**src/rtl/uart_host_bridge.sv**
```systemverilog
// uart_host_bridge: buffers characters between a host stream interface and a
// character-level UART transceiver.
//   sys_clk_i / sys_rst_i      : clock and synchronous active-high reset
//   host_tx_*                  : host -> TX FIFO (valid/ready push)
//   host_rx_*                  : RX FIFO -> host (first-word-fall-through)
//   xcvr_tx_*                  : one-cycle strobe per character, done handshake
//   xcvr_rx_*                  : received character with one-cycle done
//   tx_level_o / rx_level_o    : FIFO occupancy
//   rx_overrun_cnt_o           : saturating count of dropped RX characters
//   tx_timeout_cnt_o           : saturating count of TX done timeouts
module uart_host_bridge #(
    parameter int unsigned DATA_W     = 8,
    parameter int unsigned TX_DEPTH   = 16,
    parameter int unsigned RX_DEPTH   = 16,
    parameter int unsigned TX_TIMEOUT = 0
) (
    input  logic                        sys_clk_i,
    input  logic                        sys_rst_i,
    input  logic [DATA_W-1:0]           host_tx_data_i,
    input  logic                        host_tx_valid_i,
    output logic                        host_tx_ready_o,
    output logic [DATA_W-1:0]           host_rx_data_o,
    output logic                        host_rx_valid_o,
    input  logic                        host_rx_ready_i,
    output logic [DATA_W-1:0]           xcvr_tx_data_o,
    output logic                        xcvr_tx_wr_o,
    input  logic                        xcvr_tx_done_i,
    input  logic [DATA_W-1:0]           xcvr_rx_data_i,
    input  logic                        xcvr_rx_done_i,
    output logic [$clog2(TX_DEPTH):0]   tx_level_o,
    output logic [$clog2(RX_DEPTH):0]   rx_level_o,
    output logic [15:0]                 rx_overrun_cnt_o,
    output logic [15:0]                 tx_timeout_cnt_o
);

    localparam int unsigned TX_AW = $clog2(TX_DEPTH);
    localparam int unsigned TX_LW = TX_AW + 1;
    localparam int unsigned RX_AW = $clog2(RX_DEPTH);
    localparam int unsigned RX_LW = RX_AW + 1;
    localparam int unsigned WC_W  = 32;

    typedef enum logic [1:0] {
        ST_IDLE  = 2'd0,
        ST_ISSUE = 2'd1,
        ST_WAIT  = 2'd2
    } tx_state_e;

    // ---------------- TX FIFO ----------------
    logic [DATA_W-1:0] tx_mem_q [TX_DEPTH];
    logic [TX_AW-1:0]  tx_wr_ptr_q;
    logic [TX_AW-1:0]  tx_rd_ptr_q;
    logic [TX_LW-1:0]  tx_level_q;
    logic              tx_push;
    logic              tx_pop;

    // ---------------- TX FSM ----------------
    tx_state_e         state_q, state_d;
    logic [DATA_W-1:0] tx_data_q, tx_data_d;
    logic [WC_W-1:0]   wait_cnt_q, wait_cnt_d;
    logic [15:0]       timeout_cnt_q, timeout_cnt_d;
    logic              tx_wr_q;

    // ---------------- RX FIFO ----------------
    logic [DATA_W-1:0] rx_mem_q [RX_DEPTH];
    logic [RX_AW-1:0]  rx_wr_ptr_q;
    logic [RX_AW-1:0]  rx_rd_ptr_q;
    logic [RX_LW-1:0]  rx_level_q;
    logic [15:0]       overrun_cnt_q;
    logic              rx_pop;
    logic              rx_full;
    logic              rx_wr;
    logic              rx_drop;

    // Ready is decoded from the registered level only, so it never depends on
    // same-cycle host or transceiver inputs.
    assign host_tx_ready_o = (tx_level_q != TX_LW'(TX_DEPTH));
    assign tx_push         = host_tx_valid_i && host_tx_ready_o;

    // TX state register
    always_ff @(posedge sys_clk_i) begin
        if (sys_rst_i) begin
            state_q       <= ST_IDLE;
            tx_data_q     <= '0;
            wait_cnt_q    <= '0;
            timeout_cnt_q <= '0;
            tx_wr_q       <= 1'b0;
        end else begin
            state_q       <= state_d;
            tx_data_q     <= tx_data_d;
            wait_cnt_q    <= wait_cnt_d;
            timeout_cnt_q <= timeout_cnt_d;
            tx_wr_q       <= (state_d == ST_ISSUE);
        end
    end

    // TX next-state: pop in IDLE, strobe in ISSUE, wait for done or timeout
    always_comb begin
        state_d       = state_q;
        tx_data_d     = tx_data_q;
        wait_cnt_d    = wait_cnt_q;
        timeout_cnt_d = timeout_cnt_q;
        tx_pop        = 1'b0;
        case (state_q)
            ST_IDLE: begin
                if (tx_level_q != '0) begin
                    tx_pop    = 1'b1;
                    tx_data_d = tx_mem_q[tx_rd_ptr_q];
                    state_d   = ST_ISSUE;
                end
            end
            ST_ISSUE: begin
                wait_cnt_d = '0;
                state_d    = ST_WAIT;
            end
            ST_WAIT: begin
                if (xcvr_tx_done_i) begin
                    state_d = ST_IDLE;
                end else if ((TX_TIMEOUT != 0) && (wait_cnt_q == WC_W'(TX_TIMEOUT - 1))) begin
                    // wait_cnt_q counts completed WAIT cycles before this edge
                    state_d = ST_IDLE;
                    if (timeout_cnt_q != 16'hFFFF) begin
                        timeout_cnt_d = timeout_cnt_q + 16'd1;
                    end
                end else begin
                    wait_cnt_d = wait_cnt_q + WC_W'(1);
                end
            end
            default: state_d = ST_IDLE;
        endcase
    end

    // TX FIFO storage
    always_ff @(posedge sys_clk_i) begin
        if (!sys_rst_i && tx_push) begin
            tx_mem_q[tx_wr_ptr_q] <= host_tx_data_i;
        end
    end

    // TX FIFO pointers and level; pointers wrap naturally at power-of-2 depth
    always_ff @(posedge sys_clk_i) begin
        if (sys_rst_i) begin
            tx_wr_ptr_q <= '0;
            tx_rd_ptr_q <= '0;
            tx_level_q  <= '0;
        end else begin
            if (tx_push) tx_wr_ptr_q <= tx_wr_ptr_q + TX_AW'(1);
            if (tx_pop)  tx_rd_ptr_q <= tx_rd_ptr_q + TX_AW'(1);
            case ({tx_push, tx_pop})
                2'b10:   tx_level_q <= tx_level_q + TX_LW'(1);
                2'b01:   tx_level_q <= tx_level_q - TX_LW'(1);
                default: tx_level_q <= tx_level_q;
            endcase
        end
    end

    // RX write/drop decisions; a same-cycle pop frees the slot for a full FIFO
    assign host_rx_valid_o = (rx_level_q != '0);
    assign host_rx_data_o  = rx_mem_q[rx_rd_ptr_q];
    assign rx_pop          = host_rx_valid_o && host_rx_ready_i;
    assign rx_full         = (rx_level_q == RX_LW'(RX_DEPTH));
    assign rx_wr           = xcvr_rx_done_i && (!rx_full || rx_pop);
    assign rx_drop         = xcvr_rx_done_i && rx_full && !rx_pop;

    // RX FIFO storage
    always_ff @(posedge sys_clk_i) begin
        if (!sys_rst_i && rx_wr) begin
            rx_mem_q[rx_wr_ptr_q] <= xcvr_rx_data_i;
        end
    end

    // RX FIFO pointers, level and overrun counter
    always_ff @(posedge sys_clk_i) begin
        if (sys_rst_i) begin
            rx_wr_ptr_q   <= '0;
            rx_rd_ptr_q   <= '0;
            rx_level_q    <= '0;
            overrun_cnt_q <= '0;
        end else begin
            if (rx_wr)  rx_wr_ptr_q <= rx_wr_ptr_q + RX_AW'(1);
            if (rx_pop) rx_rd_ptr_q <= rx_rd_ptr_q + RX_AW'(1);
            case ({rx_wr, rx_pop})
                2'b10:   rx_level_q <= rx_level_q + RX_LW'(1);
                2'b01:   rx_level_q <= rx_level_q - RX_LW'(1);
                default: rx_level_q <= rx_level_q;
            endcase
            if (rx_drop && (overrun_cnt_q != 16'hFFFF)) begin
                overrun_cnt_q <= overrun_cnt_q + 16'd1;
            end
        end
    end

    assign xcvr_tx_data_o   = tx_data_q;
    assign xcvr_tx_wr_o     = tx_wr_q;
    assign tx_level_o       = tx_level_q;
    assign rx_level_o       = rx_level_q;
    assign rx_overrun_cnt_o = overrun_cnt_q;
    assign tx_timeout_cnt_o = timeout_cnt_q;

endmodule

```
**config.mk**
```make
export PLATFORM = sky130hd
export DESIGN_NAME = uart_host_bridge
export DESIGN_NICKNAME = d
export VERILOG_FILES = /design/src/rtl/uart_host_bridge.sv
export SDC_FILE = /design/constraint.sdc
export NUM_CORES = 1
export LEC_CHECK = 0
export BUFFER_PORTS_ARGS = -buffer_cell sky130_fd_sc_hd__buf_2
export CAP_MARGIN = 30
export CORE_MARGIN = 3
export CORE_UTILIZATION = 40
export DETAILED_ROUTE_END_ITERATION = 10
export HOLD_SLACK_MARGIN = 0.03
export MAX_ROUTING_LAYER = met4
export PLACE_DENSITY_LB_ADDON = 0.12
export SYNTH_ARGS = -nofsm -noshare
export SYNTH_HDL_FRONTEND = slang
export SYNTH_SLANG_ARGS = --single-unit
export TNS_END_PERCENT = 10
```
**constraint.sdc**
```tcl
create_clock -name sys_clk_i -period 5.59 [get_ports sys_clk_i]
set_input_delay 1.118 -clock sys_clk_i [delete_from_list [all_inputs] [get_ports sys_clk_i]]
set_output_delay 1.118 -clock sys_clk_i [all_outputs]
set_load 0.1 [all_outputs]
```
==> impl_metrics.tcl, run 1 <==
set metrics [dict create \
    status "completed" \
    fill_cells 2616 \
    ys_ff_latch 313 \
    drtAntennaViolNets 0 \
    clock_sinks 313 \
    io_pins 83 \
    grt_max_degree 39 \
    overflow 0 \
    cts_buffers 36 \
    route.detailed.drc 0 \
    grt_usage_pct 16.07 \
    min_period_ns 4.242 \
    crit_top_cell "mux4_2" \
    path_class "reg2out" \
    place.gp.congestion 0.7779 \
    routed_via_density 5.233 \
    rows 64 \
    tns_ns 0 \
    ys_warn_count 0 \
    cts_tree "done" \
    chipHeight_um 184.1 \
    end_kind "output port" \
    ir_drop_v 0.0002538 \
    cts_buffer_depth 3 \
    synth_edf_count 256 \
    power.density_nw_per_um2 462.1 \
    nNetsFinal 871 \
    worst_slew_pin_slew_ns 0.9941 \
    start_kind "flop" \
    htreeDepth 2 \
    slew_headroom_pct 33.48 \
    drt_wl_total_um 25890 \
    cpPeakStageDelay_ns 0.85 \
    drt_iter0_drc 471 \
    syn_area_um2 12680 \
    yosysTopAreaCellShare_pct 60.61 \
    register_area_um2 8831 \
    holdWs_ns 0.5018 \
    syn_avg_cell_area_um2 17.26 \
    synth_common_cells "edfxtp_1 (256), nor2_1 (80), mux4_2 (72)" \
    cp_slowest_cell "dfxtp_2" \
    finalHoldViolCount 0 \
    first_global_vias 6797 \
    diodes 0 \
    maxCapViolCount 0 \
    p_leak_uw 0.004980 \
    synth.area.top_cells "edfxtp_1 (61%), mux4_2 (13%), dfxtp_1 (9.0%)" \
    cp_max_fo 22 \
    syn2layout_area_growth_pct 16.28 \
    ys.flop_type "edfxtp_1" \
    path_cells "buf_4, mux4_2, mux4_2, buf_2" \
    synth_top_area_cell "edfxtp_1" \
    die_w_um 184.1 \
    die-area_um2 33880 \
    ys_seq_area_share_pct 69.61 \
    holdBufCountCts 0 \
    hpwl_um 17330 \
    fin_skew_ns 0.02132 \
    grt_setup_unrepaired "no" \
    initial_core_util_pct 41.03 \
    clk_pin_slew_ns 0.06 \
    multi_input_area_um2 3586 \
    synth_cells 735 \
    fmax_ghz 0.2357 \
    core_area_um2 30910 \
    maxSlewViolCount 0 \
    synth_cell_types 59 \
    cts_setup_buffers 0 \
    antenna_found_initial 0 \
    drive_gt1_share_pct 27.62 \
    via_count 6562 \
    hp-class "reg2reg" \
    critical_path_arrival_ns 3.12 \
    finalSetupViolCount 0 \
    cts_root_buffer "clkbuf_16" \
    wire_per_inst_um 20.65 \
    worstSkewPairLatency_ns 0.53 \
    yosysMostFrequentCell "edfxtp_1" \
    grt_pass1_wl_um 40380 \
    cts_resized 0 \
    synth-async-reset-ratio_pct 0 \
    required_ns 4.47 \
    io_buffers 66 \
    min_period_over_period_pct 75.89 \
    first_pass_iters 6 \
]
cell families (layout without fill, tap and decap cells):
kind of cell | count (synthesis) | after routing | share of synthesized area [%]
muxes | 95 | 95 | 14.62
adders and majority gates | 18 | 18 | 1.835
DFF | 313 | 313 | 69.61
AOI/OAI and AO/OA | 43 | 43 | 2.338
other | 1 | 16 | 0.02957
and+or+nand+nor | 173 | 173 | 7.004
buffers and inverters | 63 | 171 | 2.565
xor gates and xnor gates | 29 | 29 | 2.003
per-stage QoR:
step           area (um^2)  util [%]  setup slack, ns  cells  total power (uW)
6_report             14750     47.71            1.348   1254              6816
5_1_grt              14750     47.71            1.142   1254              7120
4_1_cts              14750     47.71            1.223   1254              6916
3_5_place_dp         13520     43.75            1.807   1189              4471
3_3_place_gp         13340     43.17            1.856   1169              4438
2_1_floorplan        12740         -            2.269    750              4153
critical path: cells and delay by family, from the launching register on:
family   cells  cell delay [ns]
mux          2             1.04
flops        1             0.85
buf+inv      2             0.69
report_power, final:
part	internal, uW	leakage, uW	switching, uW
combinational	541	0.00162	1120
clock	1490	0.000594	932
sequential	2610	0.00277	117
total	4650	0.00498	2170
worst paths after layout:
path                             to  slack [ns]      startpoint  cells after the start
setup reg to reg      tx_level_o[4]        2.50   tx_level_o[0]                     11
hold reg to reg                flop        0.50  rx_rd_ptr_q[3]                      2
hold / removal                 flop        0.50  rx_rd_ptr_q[3]                      2
setup / recovery  host_rx_data_o[1]        1.35            flop                      4
cell type report:
class	count	share of cell area, %
multi-input cells	374	24.31
flip-flops and latches	313	59.88
clock buffers	48	6.482
well taps	396	3.360
clock inverters	17	1.833
repair buffers	93	3.801
inverters	13	0.3309
layout by cell type, fill, tap and decap left out, drive strengths merged, types with 2 or more instances in the layout:
| cell type | synthesis | layout |
|---|---|---|
| nor2b | 3 | 3 |
| and3 | 2 | 2 |
| and4 | 2 | 2 |
| nor2 | 80 | 80 |
| o221ai | 8 | 8 |
| a31oi | 2 | 2 |
| nand2 | 30 | 30 |
| nand2b | 4 | 4 |
| nor3 | 12 | 12 |
| nand3b | 10 | 10 |
| ha | 17 | 17 |
| or3 | 5 | 5 |
| nand3 | 4 | 4 |
| mux2 | 2 | 2 |
| nor4 | 5 | 5 |
| clkbuf | 17 | 48 |
| a21o | 2 | 2 |
| dfxtp | 57 | 57 |
| nand4 | 8 | 8 |
| bufinv | 0 | 6 |
| o2111ai | 2 | 2 |
| clkinvlp | 0 | 2 |
| edfxtp | 256 | 256 |
| and2 | 2 | 2 |
| inv | 13 | 15 |
| conb | 1 | 16 |
| clkinv | 0 | 7 |
| xnor2 | 13 | 13 |
| or4 | 2 | 2 |
| buf | 33 | 93 |
| mux4 | 72 | 72 |
| o211ai | 2 | 2 |
| a21oi | 12 | 12 |
| mux2i | 21 | 21 |
| o21ai | 8 | 8 |
| xor2 | 16 | 16 |
metal layers:
metal	vias to the layer above	GRT usage [%]	share of wire [%]
li1	3020	-	-
met1	3351	19.85	41
met2	142	27.46	52
met3	49	2.909	4.7
met4	0	4.354	2.3
met5	-	-	0
sequential cells by signal, summed over array words and instances, names as in the netlist, named ones only:
register,cells
tx_wr_ptr_q,4
rx_level_o,5
tx_mem_q,128
rx_wr_ptr_q,4
tx_level_o,5
tx_rd_ptr_q,4
xcvr_tx_wr_o,1
rx_mem_q,128
rx_overrun_cnt_o,16
xcvr_tx_data_o,8
rx_rd_ptr_q,4
state_q,2
(Power assumes the default switching activity.)
==> inputs of run 2 (changes only) <==
- clock period: 5.59 -> 4.2 ns (I/O delays scaled with it)
==> run 2 against run 1 <==
Against the previous run: core utilization up 0.077 points; clock skew down 0.00095 ns; routed wire length up 2.4%; clock power up 25%; design area up 0.16%; sequential share of layout area down 0.096 points; first-iteration DRC count down 11%; die area unchanged; sequential power up 34%; count of clock-buffer cells in the layout down 1; worst hold slack worse by 0.0099 ns; critical endpoint is now host_rx_data_o[5]; largest power group unchanged.
==> impl_metrics.tcl, run 2 (synthesized netlist as in run 1, its figures left out) <==
set metrics [dict create \
    io_buffers 66 \
    slew_headroom_pct 35.04 \
    power.density_nw_per_um2 602.7 \
    finalSetupViolCount 0 \
    hpwl_um 17510 \
    htreeDepth 2 \
    cts_tree "done" \
    r2r_cells 11 \
    hp-class "reg2reg" \
    setup_ws_ns 0.5755 \
    clock_sinks 313 \
    initial_core_util_pct 41.03 \
    holdBufCountCts 0 \
    core_area_um2 30910 \
    wire_per_inst_um 20.97 \
    dp.cells 1198 \
    combPwrFrac_pct 24.8 \
    final_util_pct 47.79 \
    via_count 6580 \
    reg2reg_setup_slack_ns 1.11 \
    fill_cells 2627 \
    fin_cells 1264 \
    path_class "reg2out" \
    worstSkewPairLatency_ns 0.51 \
    worstReg2RegStart "tx_level_o[0]" \
    maxCapViolCount 0 \
    die-area_um2 33880 \
    register_area_um2 8831 \
    antenna_found_initial 1 \
    route.detailed.drc 0 \
    drt_iter0_drc 421 \
    path_cells "buf_4, mux4_2, mux4_2, buf_2" \
    cp_slowest_cell "mux4_2" \
    fmax_ghz 0.2759 \
    crit_top_cell "mux4_2" \
    drtAntennaViolNets 0 \
    cts_buffers 35 \
    pwr-share-clk_pct 34.0 \
    grt_setup_unrepaired "no" \
    required_ns 3.36 \
    cts_buffer_depth 3 \
    ir_drop_v 0.0003195 \
    pre_cts_slack_ns 0.9094 \
    clk_pin_slew_ns 0.06 \
    seqPwrFrac_pct 41.2 \
    nNetsFinal 881 \
    final_cell_mix "edfxtp_1 (256), nor2_1 (80), mux4_2 (72)" \
    fin_skew_ns 0.02036 \
    cts_root_buffer "clkbuf_16" \
    finalHoldViolCount 0 \
    r2r_end "tx_level_o[4]" \
    grt_pass1_wl_um 40960 \
    io_pins 83 \
    first_pass_iters 6 \
    drive_gt1_share_pct 28.03 \
    maxSlewViolCount 0 \
    end_kind "output port" \
    internal_power_uw 6053 \
    overflow 0 \
    status "completed" \
    multi_input_area_um2 3586 \
    min_period_over_period_pct 86.30 \
    chipHeight_um 184.1 \
    cpPeakStageDelay_ns 0.59 \
    cts_resized 0 \
    grt_usage_pct 16.38 \
    syn2layout_area_growth_pct 16.46 \
    worst_slew_pin_slew_ns 0.9708 \
    p_switching_uw 2849 \
    first_global_vias 6748 \
    cp_max_fo 32 \
    routed_via_density 5.206 \
    drt_wl_total_um 26510 \
    p_sw_share_pct 32.00 \
    cts_setup_buffers 0 \
    tns_ns 0 \
    min_period_ns 3.625 \
    die_w_um 184.1 \
    rows 64 \
    start_kind "flop" \
    place.gp.congestion 0.7826 \
    final_common_cell "edfxtp_1" \
    p_leak_uw 0.005011 \
    critical_path_arrival_ns 2.78 \
    endpoint "host_rx_data_o[5]" \
    grt_max_degree 34 \
]
[run 2: cell count changes in the layout (fill, tap and decap cells not counted), moves of 2 or more]
cell / change
clkinvlp_4: -2
clkinv_1: +4
buf_4: +17
bufinv_16: -2
buf_6: -3
buf_2: -4
[run 2: worst min-delay path by stage]
stage                   start             end  slack, ns  depth (start not counted)
4_1_cts        rx_rd_ptr_q[3]  rx_rd_ptr_q[3]       0.50                          2
5_1_grt        rx_rd_ptr_q[3]  rx_rd_ptr_q[3]       0.53                          2
6_report       rx_rd_ptr_q[3]  rx_rd_ptr_q[3]       0.49                          2
2_1_floorplan  rx_rd_ptr_q[3]            flop       0.46                          2
3_3_place_gp   rx_rd_ptr_q[3]  rx_rd_ptr_q[3]       0.48                          2
3_5_place_dp   rx_rd_ptr_q[3]  rx_rd_ptr_q[3]       0.49                          2
[run 2: power by group through the flow]
stage | Clock (uW) | Sequential (uW) | Combinational (uW)
finish | 3030 | 3670 | 2200
global route | 3250 | 3700 | 2360
global placement | 0 | 3730 | 2190
CTS | 3110 | 3680 | 2240
detailed placement | 0 | 3740 | 2230
floorplan | 0 | 4030 | 1490
[run 2: worst max-delay path: cells and delay by family, from the launching register on]
| kind | cells | cell delay, ns |
|---|---|---|
| muxes | 2 | 1.10 |
| buffers and inverters | 2 | 0.83 |
| DFF | 1 | 0.31 |
[run 2: through the flow]
step | power [uW] | area (um^2) | hold slack (ns)
6_report | 8902 | 14770 | 0.4918
5_1_grt | 9312 | 14770 | 0.5345
4_1_cts | 9022 | 14750 | 0.5000
3_5_place_dp | 5971 | 13610 | 0.4916
3_3_place_gp | 5922 | 13460 | 0.4789
2_1_floorplan | 5528 | 12740 | 0.4591
[run 2: layout make-up]
cell class | instances | area share, %
flip-flops and latches | 313 | 59.78
multi-input cells | 374 | 24.28
clock buffers | 47 | 6.446
repair buffers | 104 | 4.481
well taps | 396 | 3.354
clock inverters | 16 | 1.313
inverters | 13 | 0.3303
diodes | 1 | 0.01694
[run 2: routing by layer]
layer	vias up	routed length [um]	part of all wire, %	GRT usage [%]
met1	3361	11090	42	20.13
met3	37	1090	4.1	2.849
met4	0	505	1.9	4.052
li1	3047	-	-	-
met5	-	0	0	-
met2	135	13830	52	28.37
